<file path="src/rtl/mem_arb_pkg.sv">
// Shared types and constants for the two-requester memory port arbiter.
package mem_arb_pkg;

  typedef enum logic [1:0] {
    StIdle,
    StIssue,
    StWait,
    StResp
  } state_e;

  localparam logic REQ_CPU = 1'b0;
  localparam logic REQ_AUX = 1'b1;

  // Wide enough to hold READ_LATENCY-1 for latencies up to 4.
  localparam int unsigned CNT_W = 3;

endpackage

</file>
<file path="src/rtl/mem_arb_pick.sv">
// Combinational winner selection for the memory port arbiter.
// Define MEM_ARB_ROUND_ROBIN_EN for round-robin ties; otherwise requester 0 wins ties.
module mem_arb_pick
  import mem_arb_pkg::*;
(
  input  logic req0,
  input  logic req1,
  input  logic last_grant,
  output logic any_req,
  output logic winner
);

`ifndef MEM_ARB_ROUND_ROBIN_EN
  logic unused_last_grant;
  assign unused_last_grant = last_grant;
`endif

  always_comb begin
    any_req = req0 | req1;
    winner  = REQ_CPU;
    if (req0 && req1) begin
`ifdef MEM_ARB_ROUND_ROBIN_EN
      winner = ~last_grant;
`else
      winner = REQ_CPU;
`endif
    end else if (req1) begin
      winner = REQ_AUX;
    end
  end

endmodule

</file>
<file path="src/rtl/mem_port_arbiter.sv">
// Shares one synchronous single-ported memory between two requesters.
// Tie-break policy set by MEM_ARB_ROUND_ROBIN_EN (see mem_arb_pick).
module mem_port_arbiter
  import mem_arb_pkg::*;
#(
  parameter int unsigned ADDR_WIDTH   = 16,
  parameter int unsigned DATA_WIDTH   = 16,
  parameter int unsigned READ_LATENCY = 1
) (
  input  logic                  clk,
  input  logic                  reset,
  input  logic                  req0,
  input  logic                  req1,
  input  logic                  we0,
  input  logic                  we1,
  input  logic [ADDR_WIDTH-1:0] addr0,
  input  logic [ADDR_WIDTH-1:0] addr1,
  input  logic [DATA_WIDTH-1:0] wdata0,
  input  logic [DATA_WIDTH-1:0] wdata1,
  output logic                  ack0,
  output logic                  ack1,
  output logic [DATA_WIDTH-1:0] rdata,
  output logic                  grant,
  output logic                  busy,
  output logic                  mem_en,
  output logic                  mem_we,
  output logic [ADDR_WIDTH-1:0] mem_addr,
  output logic [DATA_WIDTH-1:0] mem_wdata,
  input  logic [DATA_WIDTH-1:0] mem_rdata
);

  localparam logic [CNT_W-1:0] CntLoad = CNT_W'(READ_LATENCY - 1);

  state_e                state_q;
  logic                  lat_we_q;
  logic [ADDR_WIDTH-1:0] lat_addr_q;
  logic [DATA_WIDTH-1:0] lat_wdata_q;
  logic [CNT_W-1:0]      cnt_q;
  logic                  last_grant_q;
  logic                  any_req;
  logic                  winner;

  mem_arb_pick u_pick (
    .req0      (req0),
    .req1      (req1),
    .last_grant(last_grant_q),
    .any_req   (any_req),
    .winner    (winner)
  );

  always_ff @(posedge clk) begin
    if (reset) begin
      state_q      <= StIdle;
      ack0         <= 1'b0;
      ack1         <= 1'b0;
      rdata        <= '0;
      grant        <= REQ_CPU;
      busy         <= 1'b0;
      lat_we_q     <= 1'b0;
      lat_addr_q   <= '0;
      lat_wdata_q  <= '0;
      cnt_q        <= '0;
      last_grant_q <= REQ_AUX;
    end else begin
      ack0 <= 1'b0;
      ack1 <= 1'b0;
      unique case (state_q)
        StIdle: begin
          if (any_req) begin
            grant        <= winner;
            last_grant_q <= winner;
            lat_we_q     <= winner ? we1 : we0;
            lat_addr_q   <= winner ? addr1 : addr0;
            lat_wdata_q  <= winner ? wdata1 : wdata0;
            busy         <= 1'b1;
            state_q      <= StIssue;
          end
        end
        StIssue: begin
          if (lat_we_q) begin
            ack0    <= (grant == REQ_CPU);
            ack1    <= (grant == REQ_AUX);
            state_q <= StResp;
          end else begin
            cnt_q   <= CntLoad;
            state_q <= StWait;
          end
        end
        StWait: begin
          if (cnt_q == '0) begin
            rdata   <= mem_rdata;
            ack0    <= (grant == REQ_CPU);
            ack1    <= (grant == REQ_AUX);
            state_q <= StResp;
          end else begin
            cnt_q <= cnt_q - CNT_W'(1);
          end
        end
        StResp: begin
          busy    <= 1'b0;
          state_q <= StIdle;
        end
        default: state_q <= StIdle;
      endcase
    end
  end

  // Gated with reset so an access in flight is suppressed in the reset cycle itself.
  assign mem_en    = (state_q == StIssue) & ~reset;
  assign mem_we    = mem_en & lat_we_q;
  assign mem_addr  = lat_addr_q;
  assign mem_wdata = lat_wdata_q;

endmodule

</file>
<file path="config.mk">
export PLATFORM = sky130hd
export DESIGN_NAME = mem_port_arbiter
export DESIGN_NICKNAME = d
export VERILOG_FILES = /design/src/rtl/mem_arb_pkg.sv /design/src/rtl/mem_arb_pick.sv /design/src/rtl/mem_port_arbiter.sv
export SDC_FILE = /design/constraint.sdc
export NUM_CORES = 1
export LEC_CHECK = 0
export ABC_AREA = 1
export CORE_MARGIN = 2
export CORE_UTILIZATION = 37
export DETAILED_ROUTE_END_ITERATION = 16
export HOLD_SLACK_MARGIN = 0.12
export PLACE_DENSITY = 0.76
export SLEW_MARGIN = 30
export SYNTH_ARGS = -nofsm -noshare
export SYNTH_HDL_FRONTEND = slang
export SYNTH_SLANG_ARGS = --single-unit
</file>
<file path="constraint.sdc">
create_clock -name clk -period 3.4 [get_ports clk]
set_input_delay 0.68 -clock clk [delete_from_list [all_inputs] [get_ports clk]]
set_output_delay 0.68 -clock clk [all_outputs]
set_load 0.05 [all_outputs]
</file>
### Yosys cells after proc, flatten, opt, wreduce, memory -nomap -nowiden

Cells that the tools add are included.

* add/sub/neg operators: 1
* muxes and demuxes: 20
* eq/ne operators: 7
* bitwise operators: 5
* reduce and logical (&&, ||, !) cells: 10

Operators with widths (count)
* 16-bit two-way mux: 2
* 1-bit two-way mux: 9
* 2-bit inequality test (second input constant): 4
* 2-bit case mux with 4 select lines: 1
* 2-bit AND reduction: 4
* 3-bit two-way mux: 2
* 1-bit case mux with 2 select lines: 3
* 3-bit case mux with 2 select lines: 1
* 2-bit == test (second input constant): 2
* 2-bit two-way mux: 2
* 2-bit nonzero test: 2
* 3-bit logical NOT: 1
* 3-bit AND reduction: 1
* 3-bit by 1-bit subtractor with 3-bit output (second input constant): 1
* 1-bit AND: 2
* 2-bit by 1-bit == test with 1-bit output (second input constant): 1
* 2-bit logical NOT: 1
* 1-bit NOT: 2
* 1-bit logical AND: 1
* 1-bit bitwise OR: 1

* word-level logic and storage cells: 53
* bits of input ports: 86
* flip-flop bits (word level): 58

### Longest topological paths before layout

Gate-level depths: netlist of the first run.

* depth after elaboration: 3
* gate-level depth with buffers: 8
* depth with buffers taken out: 8

### Modules after synthesis

From an unflattened synthesis of the first run, not the netlist that was laid out.

* cell total of the unflattened synthesis: 375
* area total of the unflattened synthesis: 2922.8 µm²

By module, submodules not included
* mem_port_arbiter: instances 1, area each 2907.8 µm², cells an instance 371
* mem_arb_pick: instances 1, area each 15.0 µm², cells an instance 4

### Worst setup path after synthesis of the first run

OpenSTA, ideal clock, no wires.

* path type: input-to-output
* from: input port reset
* to: output port mem_en
* path slack: 983 ps
* path buffers: 2
* stages: 3
* data arrival time: 1737 ps
* cell sequence: clkbuf_1 -> clkbuf_1 -> nor2_1

* word-level cells in the longest chain between the ends: 2

RTL lines
* start: declaration: RTL line mem_port_arbiter.sv:11 `input logic reset,`
* 1-bit NOT: RTL line mem_port_arbiter.sv:109 `assign mem_en = (state_q == StIssue) & ~reset;`
* 1-bit AND: RTL line mem_port_arbiter.sv:109
* end: declaration: RTL line mem_port_arbiter.sv:25 `output logic mem_en,`

Every way passes these cells.

### Worst setup path after layout of the first run

* from: register state_q[1]
* to: output port mem_we

* word-level cells in the longest chain between the ends: 3

RTL lines
* start: declaration: RTL line mem_port_arbiter.sv:34 `state_e state_q;`
* start signal: assignment: RTL line mem_port_arbiter.sv:53 `state_q <= StIdle;`
* start signal: assignment: RTL line mem_port_arbiter.sv:76 `state_q <= StIssue;`
* start signal: assignment: RTL line mem_port_arbiter.sv:83 `state_q <= StResp;`
* 2-bit by 1-bit == test with 1-bit output: RTL line mem_port_arbiter.sv:109
* 1-bit AND: RTL line mem_port_arbiter.sv:109
* 1-bit AND: RTL line mem_port_arbiter.sv:110 `assign mem_we = mem_en & lat_we_q;`
* end: declaration: RTL line mem_port_arbiter.sv:26 `output logic mem_we,`

Every way passes these cells.

==> metrics.md, run 1 <==
| Metric | Value |
|---|---|
| Die height | ~89 um |
| XOR/XNOR Fraction of Synth Area | 0% |
| Worst Path Max Fanout | 6 |
| R2r endpoint | rdata[15] |
| TritonRoute pass-1 iters | 5 |
| Power Dens Cells | 743.7 nW/um2 |
| # Max-Cap Violations | 0 |
| CTS tree | built |
| Die area | 7926 um2 |
| Top-Level Pins | between 100 and 150 |
| Area taken by multi-input logic gates | about 1300 um2 |
| Mux contribution to synthesized area | 0% |
| Largest net degree at the start of global routing | 37 |
| VDD IR max | 0.0003722 V |
| Starting density of the core | approximately two fifths |
| Routability cong. | 0.7457 |
| Worst min-delay path class | reg2reg |
| Synth Net Count | 492 |
| Post-route ant nets | 0 |
| Global routing usage on met3 | 4.340% |
| Slew HR | 50.86% |
| Synth Area per Inst | slightly below 7 um2 |
| Critical path required time | 2.72 ns |
| Crit Reg-Reg Startpoint | state_q[0] |
| Met2 usage | 35.41% |
| Placed cells | between 600 and 700 |
| Total GRT Usage | 18.78% |
| Least-Margin Pin Slew | 0.7353 ns |
| Total length of routed wires | 7854 um |
| Synth Register Bits | 58 |
| Fillers | 631 |
| GR Util met1 | 19.94% |
| Post-synthesis adder-cell area fraction | under 10% |
| Most frequent cells in the layout | 186 x nand2_1, 137 x clkdlybuf4s50_1, 58 x dfxtp_1 |
| Routed vias | 2871 |
| First-pass GRT wire length | about 12000 um |
| Reg clk slew, reported paths | 0.06 ns |
| Post-synth design cell area | 2675 um2 |
| Worst Setup Path Type | reg2out |
| Layout cells sized above 1 | 4.494% |
| Crit path capture type | output port |
| Number of vias per cell | approximately 4.6 |
| Arr. time, crit path | 1.64 ns |
| Antenna cells | 0 |
| Fin crit period | around 2.3 ns |
| Fin cells | 630 |
| Initial antenna violation count | 0 |
| Rows | 30 |
| Area Overhead vs Synth | 59.73% |
| Worst Hold End | rdata[5] |
| Max-slew violations | 0 |
| CORE AREA | 6907 um2 |
| Mapped Cells | 398 |
| Hold path startpoint | rdata[5] |
| Nets | about 620 |
| Fraction of the mapped netlist area in compound gates | roughly 13% |
| Residual DRC count | 0 |
| Die width | 89.03 um |
| Gr ovfl total | 0 |
| Worst Skew | 0.006598 ns |
| Clock Tree Root | clkbuf_8 |
| Yosys Warn Count | 0 |
| Setup TNS | 0 ns |
| I/O Buffers | 139 |
| CTS resizes | 0 |
| Initial DRC count | 102 |
| Final worst-path cycle share | about two thirds |
| WL per Instance | about 12 um |
| Leading cell type in the layout, fill and taps excluded | nand2_1 |
| FF+latch area | 1161 um2 |
| Reg2Reg Depth | 5 |
| Hold depth | 2 |
| Largest family of logic cells by synthesized area | simple AND/OR/NAND/NOR gates |
| Fmax | 0.4303 GHz |
| Hpwl dp | ~5700 um |
| Number of global-route vias before repair | 2629 |
| Synth Area in Simple Gates | 30.64% |
| Static Leak | 0.001794 uW |
| Clock Latency Late Sink | around 0.33 ns |
| Crit start category | register |
| Longest Clk Path Bufs | 2 |
| Hold Vio Cnt, Final | 0 |
| Clk sinks | between 50 and 60 |
| # hold bufs at CTS | 0 |
| Final setup viols | 0 |
| R2R Setup Slk | 1.56 ns |
| Register area share after synthesis | 43.41% |
| RSZ-0062 raised after global routing | no |
| GRT Max-Usage Layer | met2 |
| Outcome | complete, no violations |
| Num CTS Buffers | 9 |
| Postcts setup bufs | 0 |
| CTS HTree Levels | 3 |
| Synth unique cells | 19 |
[synth_stat cells (all sizes together)]
master / n / area share [%]
inv: 31 / 4.3
nand3b: 1 / 0.28
clkbuf: 8 / 1.1
nor3: 1 / 0.19
dfxtp: 58 / 43
ha: 8 / 3.7
nand4: 2 / 0.47
nor3b: 1 / 0.28
nand3: 4 / 0.75
buf: 13 / 3.3
o21ai: 19 / 3.6
nor2: 12 / 2.3
nand2: 187 / 26
a21oi: 53 / 9.9
[per-layer routing]
metal | share of wire (%) | vias up
met3 | 6.1 | 10
met4 | 2.1 | 0
met5 | 0 | -
met2 | 51 | 85
li1 | - | 1501
met1 | 41 | 1275
[cells by family (layout without fill, tap and decap cells)]
family                   Yosys count  count (layout)
flip-flops                        58              58
adder cells (fa/ha/maj)            8               8
AND/OR/NAND/NOR                  208             208
buffers and inverters             52             188
AO/OA/AOI/OAI                     72              72
[sequential cells by signal, indices dropped and copies added, names as in the netlist]
register,cells
ack0,1
ack1,1
busy,1
cnt_q,3
grant,1
lat_we_q,1
mem_addr,16
mem_wdata,16
rdata,16
state_q,2
[report_power, final]
| part | internal, uW | switching [uW] |
|---|---|---|
| clock network | 281 | 253 |
| registers | 866 | 100 |
| logic | 568 | 1110 |
[through the flow]
step,power (uW),cell area (um2),utilization [%],hold WS [ns],worst slack [ns]
floorplan,2106,2675,-,0.4673,0.9826
global placement,2613,4104,59.42,0.4328,1.072
detailed placement,2655,4104,59.42,0.4382,1.024
CTS,3199,4268,61.79,0.4474,1.065
global route,3359,4273,61.87,0.4588,1.005
finish,3178,4273,61.87,0.4489,1.076
[cell type report]
| class | count | area share [%] |
|---|---|---|
| clock buffer | 13 | 3.485 |
| sequential | 58 | 27.17 |
| tap | 96 | 2.811 |
| inverter | 31 | 2.723 |
| multi-input combinational | 288 | 30.07 |
| clock inverter | 3 | 0.3514 |
| timing repair buffer | 141 | 33.38 |
[critical path: stages, from the launching register on]
cell and delay, ns:
dfxtp_1 0.37, inv_1 0.13, ha_1 0.21, nand2_1 0.13, nor2_1 0.29, buf_12 0.18
[worst max path at each step]
stage	slack, ns	endpoint	startpoint
floorplan	0.98	mem_en	reset
global route	1.00	mem_we	state_q[1]
CTS	1.07	mem_we	state_q[1]
finish	1.08	mem_we	state_q[1]
global placement	1.07	rdata[3]	reset
detailed placement	1.02	rdata[15]	reset
No activity file was read; power rests on OpenSTA's default activity.
==> inputs of run 2 (changes only) <==
Clock period 3.4 ns to 2.2 ns, I/O delays scaled along.
==> run 2 against run 1 <==
- hold slack got worse by 0.0058 ns
- worst setup slack got worse by 0.84 ns
- sequential cell count stayed put
- final cell count grew 0.63%
- largest cell class unchanged
- critical endpoint unchanged
- sequential power increased by 54%
- sequential share of layout area fell by 0.47 points
- highest routed layer unchanged
- utilization is 1.1 points higher
==> metrics.md, run 2 (synthesized netlist as in run 1, its figures left out) <==
| Metric | Value |
|---|---|
| Met2 usage | 34.33% (was 35.41%) |
| CP max stage delay | 0.37 ns (about the same) |
| Layout cells sized above 1 | 5.019% (was 4.494%) |
| GRT Max-Usage Layer | met2 (unchanged) |
| Clock Tree Root | clkbuf_8 (unchanged) |
| Crit start category | register (unchanged) |
| Routability cong. | 0.7567 (was 0.7457) |
| WL per Instance | 12.08 um (was 12.47 um) |
| Crit-path cells | inv_1, ha_1, nand2_1, nor2_1, buf_12 (unchanged) |
| Num CTS Buffers | 9 (unchanged) |
| Worst Path Max Fanout | 6 (unchanged) |
| Die area | 7926 um2 (unchanged) |
| Hpwl dp | 5660 um (was 5652 um) |
| Clock Latency Late Sink | 0.33 ns (about the same) |
| Hold path startpoint | rdata[10] (was rdata[5]) |
| Area Overhead vs Synth | 62.54% (was 59.73%) |
| Leading cell type in the layout, fill and taps excluded | nand2_1 (unchanged) |
| Residual DRC count | 0 (unchanged) |
| Gr ovfl total | 0 (unchanged) |
| Final setup viols | 0 (unchanged) |
| R2R Setup Slk | 0.60 ns (was 1.56 ns) |
| CORE AREA | 6907 um2 (unchanged) |
| Routed vias | 2864 (was 2871) |
| CP max stage cell | dfxtp_1 (unchanged) |
| Most frequent cells in the layout | 186 x nand2_1, 137 x clkdlybuf4s50_1, 58 x dfxtp_1 (unchanged) |
| RSZ-0062 raised after global routing | no (unchanged) |
| Worst Skew | 0.007461 ns (was 0.006598 ns) |
| Least-Margin Pin Slew | 0.6011 ns (was 0.7353 ns) |
| Finished Core Util | 62.95% (was 61.87%) |
| CTS tree | built (unchanged) |
| Number of global-route vias before repair | 2618 (was 2629) |
| Initial DRC count | 77 (was 102) |
| Reg2Reg Depth | 6 (was 5) |
| Post-DP Area | 4184 um2 (was 4104 um2) |
| Post-route ant nets | 0 (unchanged) |
| # hold bufs at CTS | 0 (unchanged) |
| Outcome | complete, no violations (unchanged) |
| Final worst-path cycle share | between 80% and 90% |
| Slew HR | 59.88% (was 50.86%) |
| Total length of routed wires | 7658 um (was 7854 um) |
| Static Leak | 0.001830 uW (was 0.001794 uW) |
| Total GRT Usage | 18.78% (about the same) |
| Clk sinks | 58 (unchanged) |
| Reg clk slew, reported paths | 0.06 ns (about the same) |
| CTS HTree Levels | 3 (unchanged) |
| Setup TNS | 0 ns (unchanged) |
| Final worst setup slack | 0.2332 ns (was 1.076 ns) |
| Longest Clk Path Bufs | 2 (unchanged) |
| GR Util met1 | 20.14% (was 19.94%) |
| Max-slew violations | 0 (unchanged) |
| Fin crit period | 1.967 ns |
| Critical path required time | 1.76 ns (was 2.72 ns) |
| VDD IR max | 0.0006124 V (was 0.0003722 V) |
| Initial antenna violation count | 0 (unchanged) |
| Crit path capture type | output port (unchanged) |
| Global routing usage on met3 | 4.340% (unchanged) |
| Hold depth | 2 (unchanged) |
| TritonRoute pass-1 iters | 4 (was 5) |
| Arr. time, crit path | 1.53 ns (was 1.64 ns) |
| Crit Reg-Reg Startpoint | state_q[0] (unchanged) |
| Power Dens Cells | 1142 nW/um2 (was 743.7 nW/um2) |
| Die height | 89.03 um (unchanged) |
| Top-Level Pins | 140 (unchanged) |
| R2r endpoint | rdata[9] (was rdata[15]) |
| CTS resizes | 0 (unchanged) |
| First-pass GRT wire length | 11540 um (was 11520 um) |
| Rows | 30 (unchanged) |
| Postcts setup bufs | 0 (unchanged) |
| I/O Buffers | 139 (unchanged) |
| Largest net degree at the start of global routing | 36 (was 37) |
| Starting density of the core | 38.73% (unchanged) |
| Design area | 4348 um2 (was 4273 um2) |
| Worst Hold End | rdata[10] (was rdata[5]) |
| Number of vias per cell | 4.517 (was 4.557) |
| Fmax | 0.5084 GHz |
| Worst min-delay path class | reg2reg (unchanged) |
| Antenna cells | 0 (unchanged) |
| Die width | 89.03 um (unchanged) |
| Dpl ws | 0.3305 ns (was 1.024 ns) |
| Hold Vio Cnt, Final | 0 (unchanged) |
| Worst Setup Path Type | reg2out (unchanged) |
| Nets | 627 (was 623) |
| # Max-Cap Violations | 0 (unchanged) |
| Final Power | 4966 uW (was 3178 uW) |
run 2: worst max-delay path, delay by kind of cell, from the launching register on:
kind,cells,cell delay (ns)
AND/OR/NAND/NOR,2,0.34
buffers and inverters,2,0.29
adder cells (fa/ha/maj),1,0.20
flip-flops,1,0.37
run 2: report_power, final:
group          internal (uW)  switching (uW)
registers               1340             154
logic                    947            1700
clock network            435             391
run 2: area by class of cell:
| cell class | instances | area (um2) |
|---|---|---|
| Tap cell | 96 | 120.1 |
| Clock buffer | 13 | 148.9 |
| Sequential cell | 58 | 1161 |
| Clock inverter | 3 | 15.01 |
| Inverter | 31 | 116.4 |
| Fill cell | 648 | 2559 |
| Timing Repair Buffer | 145 | 1506 |
| Multi-Input combinational cell | 288 | 1280 |
run 2: worst max-delay path by stage:
stage                     startpoint        to  slack [ns]
after floorplan                reset    mem_en        0.26
after global placement         reset      ack1        0.36
after detailed placement       reset  rdata[9]        0.33
after CTS                      grant     grant        0.22
after global routing      state_q[1]    mem_we        0.11
final                     state_q[1]    mem_we        0.23
run 2: routing by layer:
layer  part of all wire, %  up-vias
met3                   6.0       18
met1                    41     1257
met5                     0        -
met2                    50       80
li1                      -     1509
met4                   2.7        0
run 2: metrics by stage:
stage          std cells  hold slack, ns
2_1_floorplan        398          0.4673
3_3_place_gp         618          0.4322
3_5_place_dp         618          0.4373
4_1_cts              634          0.4469
5_1_grt              634          0.4673
6_report             634          0.4431
==> inputs of run 3 (changes only) <==
Settings changed: CORE_MARGIN 2 to 10.
==> run 3 against run 2 <==
- non-clock buffer count is 2 higher
- sequential cell count stayed put
- wire length is 18% higher
- clock power is 38% higher
- sequential share of layout area is 0.39 points lower
- first-iteration DRC count is 65% higher
- combinational power hardly changed
- largest cell class unchanged
==> metrics.md, run 3 (synthesized netlist as in run 1, its figures left out) <==
| Metric | Value |
|---|---|
| Met2 usage | 28.02% (was 34.33%) |
| Final setup viols | 0 (unchanged) |
| WL per Instance | 14.22 um (was 12.08 um) |
| Number of global-route vias before repair | 2695 (was 2618) |
| Area Overhead vs Synth | 64.92% (was 62.54%) |
| Crit start category | register (unchanged) |
| CTS tree | built (unchanged) |
| Fmax | 0.5111 GHz (was 0.5084 GHz) |
| Worst min-delay path class | reg2reg (unchanged) |
| CTS resizes | 0 (unchanged) |
| Fin cells | 636 (was 634) |
| Residual DRC count | 0 (unchanged) |
| Reg2Reg Depth | 7 (was 6) |
| Post-route ant nets | 0 (unchanged) |
| Die height | 105.0 um (was 89.03 um) |
| Hpwl dp | 7075 um (was 5660 um) |
| R2R Setup Slk | 0.50 ns (was 0.60 ns) |
| CTS HTree Levels | 3 (unchanged) |
| VDD IR max | 0.0006309 V (was 0.0006124 V) |
| Outcome | complete, no violations (unchanged) |
| Largest net degree at the start of global routing | 34 (was 36) |
| Clock Latency Late Sink | 0.31 ns (was 0.33 ns) |
| # hold bufs at CTS | 0 (unchanged) |
| Nets | 629 (was 627) |
| Setup TNS | 0 ns (unchanged) |
| Clock Tree Root | clkbuf_8 (unchanged) |
| Longest Clk Path Bufs | 2 (unchanged) |
| I/O Buffers | 139 (unchanged) |
| Worst Skew | 0.006076 ns (was 0.007461 ns) |
| Static Leak | 0.001864 uW (was 0.001830 uW) |
| Routed vias | 2876 (was 2864) |
| Hold Vio Cnt, Final | 0 (unchanged) |
| Arr. time, crit path | 1.52 ns (was 1.53 ns) |
| # Max-Cap Violations | 0 (unchanged) |
| Power Dens Cells | 1195 nW/um2 (was 1142 nW/um2) |
| GRT Max-Usage Layer | met2 (unchanged) |
| Global routing usage on met3 | 3.624% (was 4.340%) |
| Hold depth | 2 (unchanged) |
| Placed cells | 620 (was 618) |
| Die area | 11030 um2 (was 7926 um2) |
| Total GRT Usage | 15.42% (was 18.78%) |
| CP max stage delay | 0.83 ns (was 0.37 ns) |
| Reg clk slew, reported paths | 0.07 ns (was 0.06 ns) |
| Crit Reg-Reg Startpoint | state_q[0] (unchanged) |
| Num CTS Buffers | 9 (unchanged) |
| Leading cell type in the layout, fill and taps excluded | nand2_1 (unchanged) |
| Crit path buf inv count | 1 (was 2) |
| Postcts setup bufs | 0 (unchanged) |
| First-pass GRT wire length | 13800 um (was 11540 um) |
| Routability cong. | 0.7823 (was 0.7567) |
| Top delay family on crit path | buffers and inverters (was flip-flops) |
| Initial antenna violation count | 0 (unchanged) |
| Worst Hold End | rdata[8] (was rdata[10]) |
| Most frequent cells in the layout | 186 x nand2_1, 137 x clkdlybuf4s50_1, 58 x dfxtp_1 (unchanged) |
| Initial DRC count | 127 (was 77) |
| TritonRoute pass-1 iters | 4 (unchanged) |
| CP Depth | 1 (was 5) |
| Starting density of the core | 38.73% (unchanged) |
| Least-Margin Pin Slew | 0.5423 ns (was 0.6011 ns) |
| Die width | 105.0 um (was 89.03 um) |
| Crit path capture type | output port (unchanged) |
| R2r endpoint | mem_wdata[9] (was rdata[9]) |
| Crit-path cells | clkdlybuf4s50_1 (was inv_1, ha_1, nand2_1, nor2_1, buf_12) |
| Worst Path Max Fanout | 2 (was 6) |
| CORE AREA | 6907 um2 (unchanged) |
| Total length of routed wires | 9041 um (was 7658 um) |
| Final worst-path cycle share | 88.93% (was 89.40%) |
| CP max stage cell | clkdlybuf4s50_1 (was dfxtp_1) |
| Top-Level Pins | 140 (unchanged) |
| Worst Setup Path Type | reg2out (unchanged) |
| Clk sinks | 58 (unchanged) |
| Worst hold margin | 0.4418 ns (was 0.4431 ns) |
| Fin crit period | 1.956 ns (was 1.967 ns) |
| RSZ-0062 raised after global routing | no (unchanged) |
| Max-slew violations | 0 (unchanged) |
| Number of vias per cell | 4.522 (was 4.517) |
| Gr ovfl total | 0 (unchanged) |
| Critical path required time | 1.76 ns (about the same) |
| GR Util met1 | 16.95% (was 20.14%) |
| Hold path startpoint | rdata[8] (was rdata[10]) |
| Slew HR | 63.73% (was 59.88%) |
| Antenna cells | 0 (unchanged) |
| Rows | 30 (unchanged) |
| Layout cells sized above 1 | 5.926% (was 5.019%) |
| Finished Core Util | 63.88% (was 62.95%) |
[run 3: changes by cell type in the layout (fill, tap and decap cells not counted), moves of 2 or more]
cell / change
buf_4: +4
clkbuf_1: -3
buf_12: -2
clkinv_2: -2
clkbuf_8: +2
bufinv_16: +2
[run 3: metal layers]
metal	vias to the layer above	share of wire, %
li1	1507	-
met5	-	0
met1	1279	43
met2	84	52
met4	0	1.0
met3	6	4.4
[run 3: area by class of cell]
cell class / instances / area, um2
clock inverters: 4 / 72.57
repair buffers: 147 / 1496
fillers: 643 / 2495
flip-flops and latches: 58 / 1161
clock buffers: 12 / 165.2
well taps: 96 / 120.1
inverters: 31 / 116.4
multi-input cells: 288 / 1280
[run 3: where the power goes]
group,internal [uW],leakage [uW],switching [uW]
logic,922,0.00127,1720
registers,1340,0.000476,152
clock network,729,0.000119,409
total,2990,0.00186,2280
[run 3: worst max path at each step]
| stage | start | to | slack, ns |
|---|---|---|---|
| floorplan | reset | mem_en | 0.26 |
| global placement | req0 | mem_wdata[1] | 0.34 |
| detailed placement | req0 | mem_wdata[9] | 0.28 |
| CTS | busy | busy | 0.22 |
| global route | state_q[1] | mem_we | 0.14 |
| finish | busy | busy | 0.24 |
[run 3: per-stage QoR]
| stage | worst slack [ns] | cell area (um2) | total power (uW) |
|---|---|---|---|
| 6_report | 0.2435 | 4412 | 5273 |
| 5_1_grt | 0.1400 | 4412 | 5588 |
| 4_1_cts | 0.2167 | 4412 | 5325 |
| 3_5_place_dp | 0.2778 | 4174 | 4170 |
| 3_3_place_gp | 0.3368 | 4174 | 4109 |
| 2_1_floorplan | 0.2626 | 2675 | 3254 |
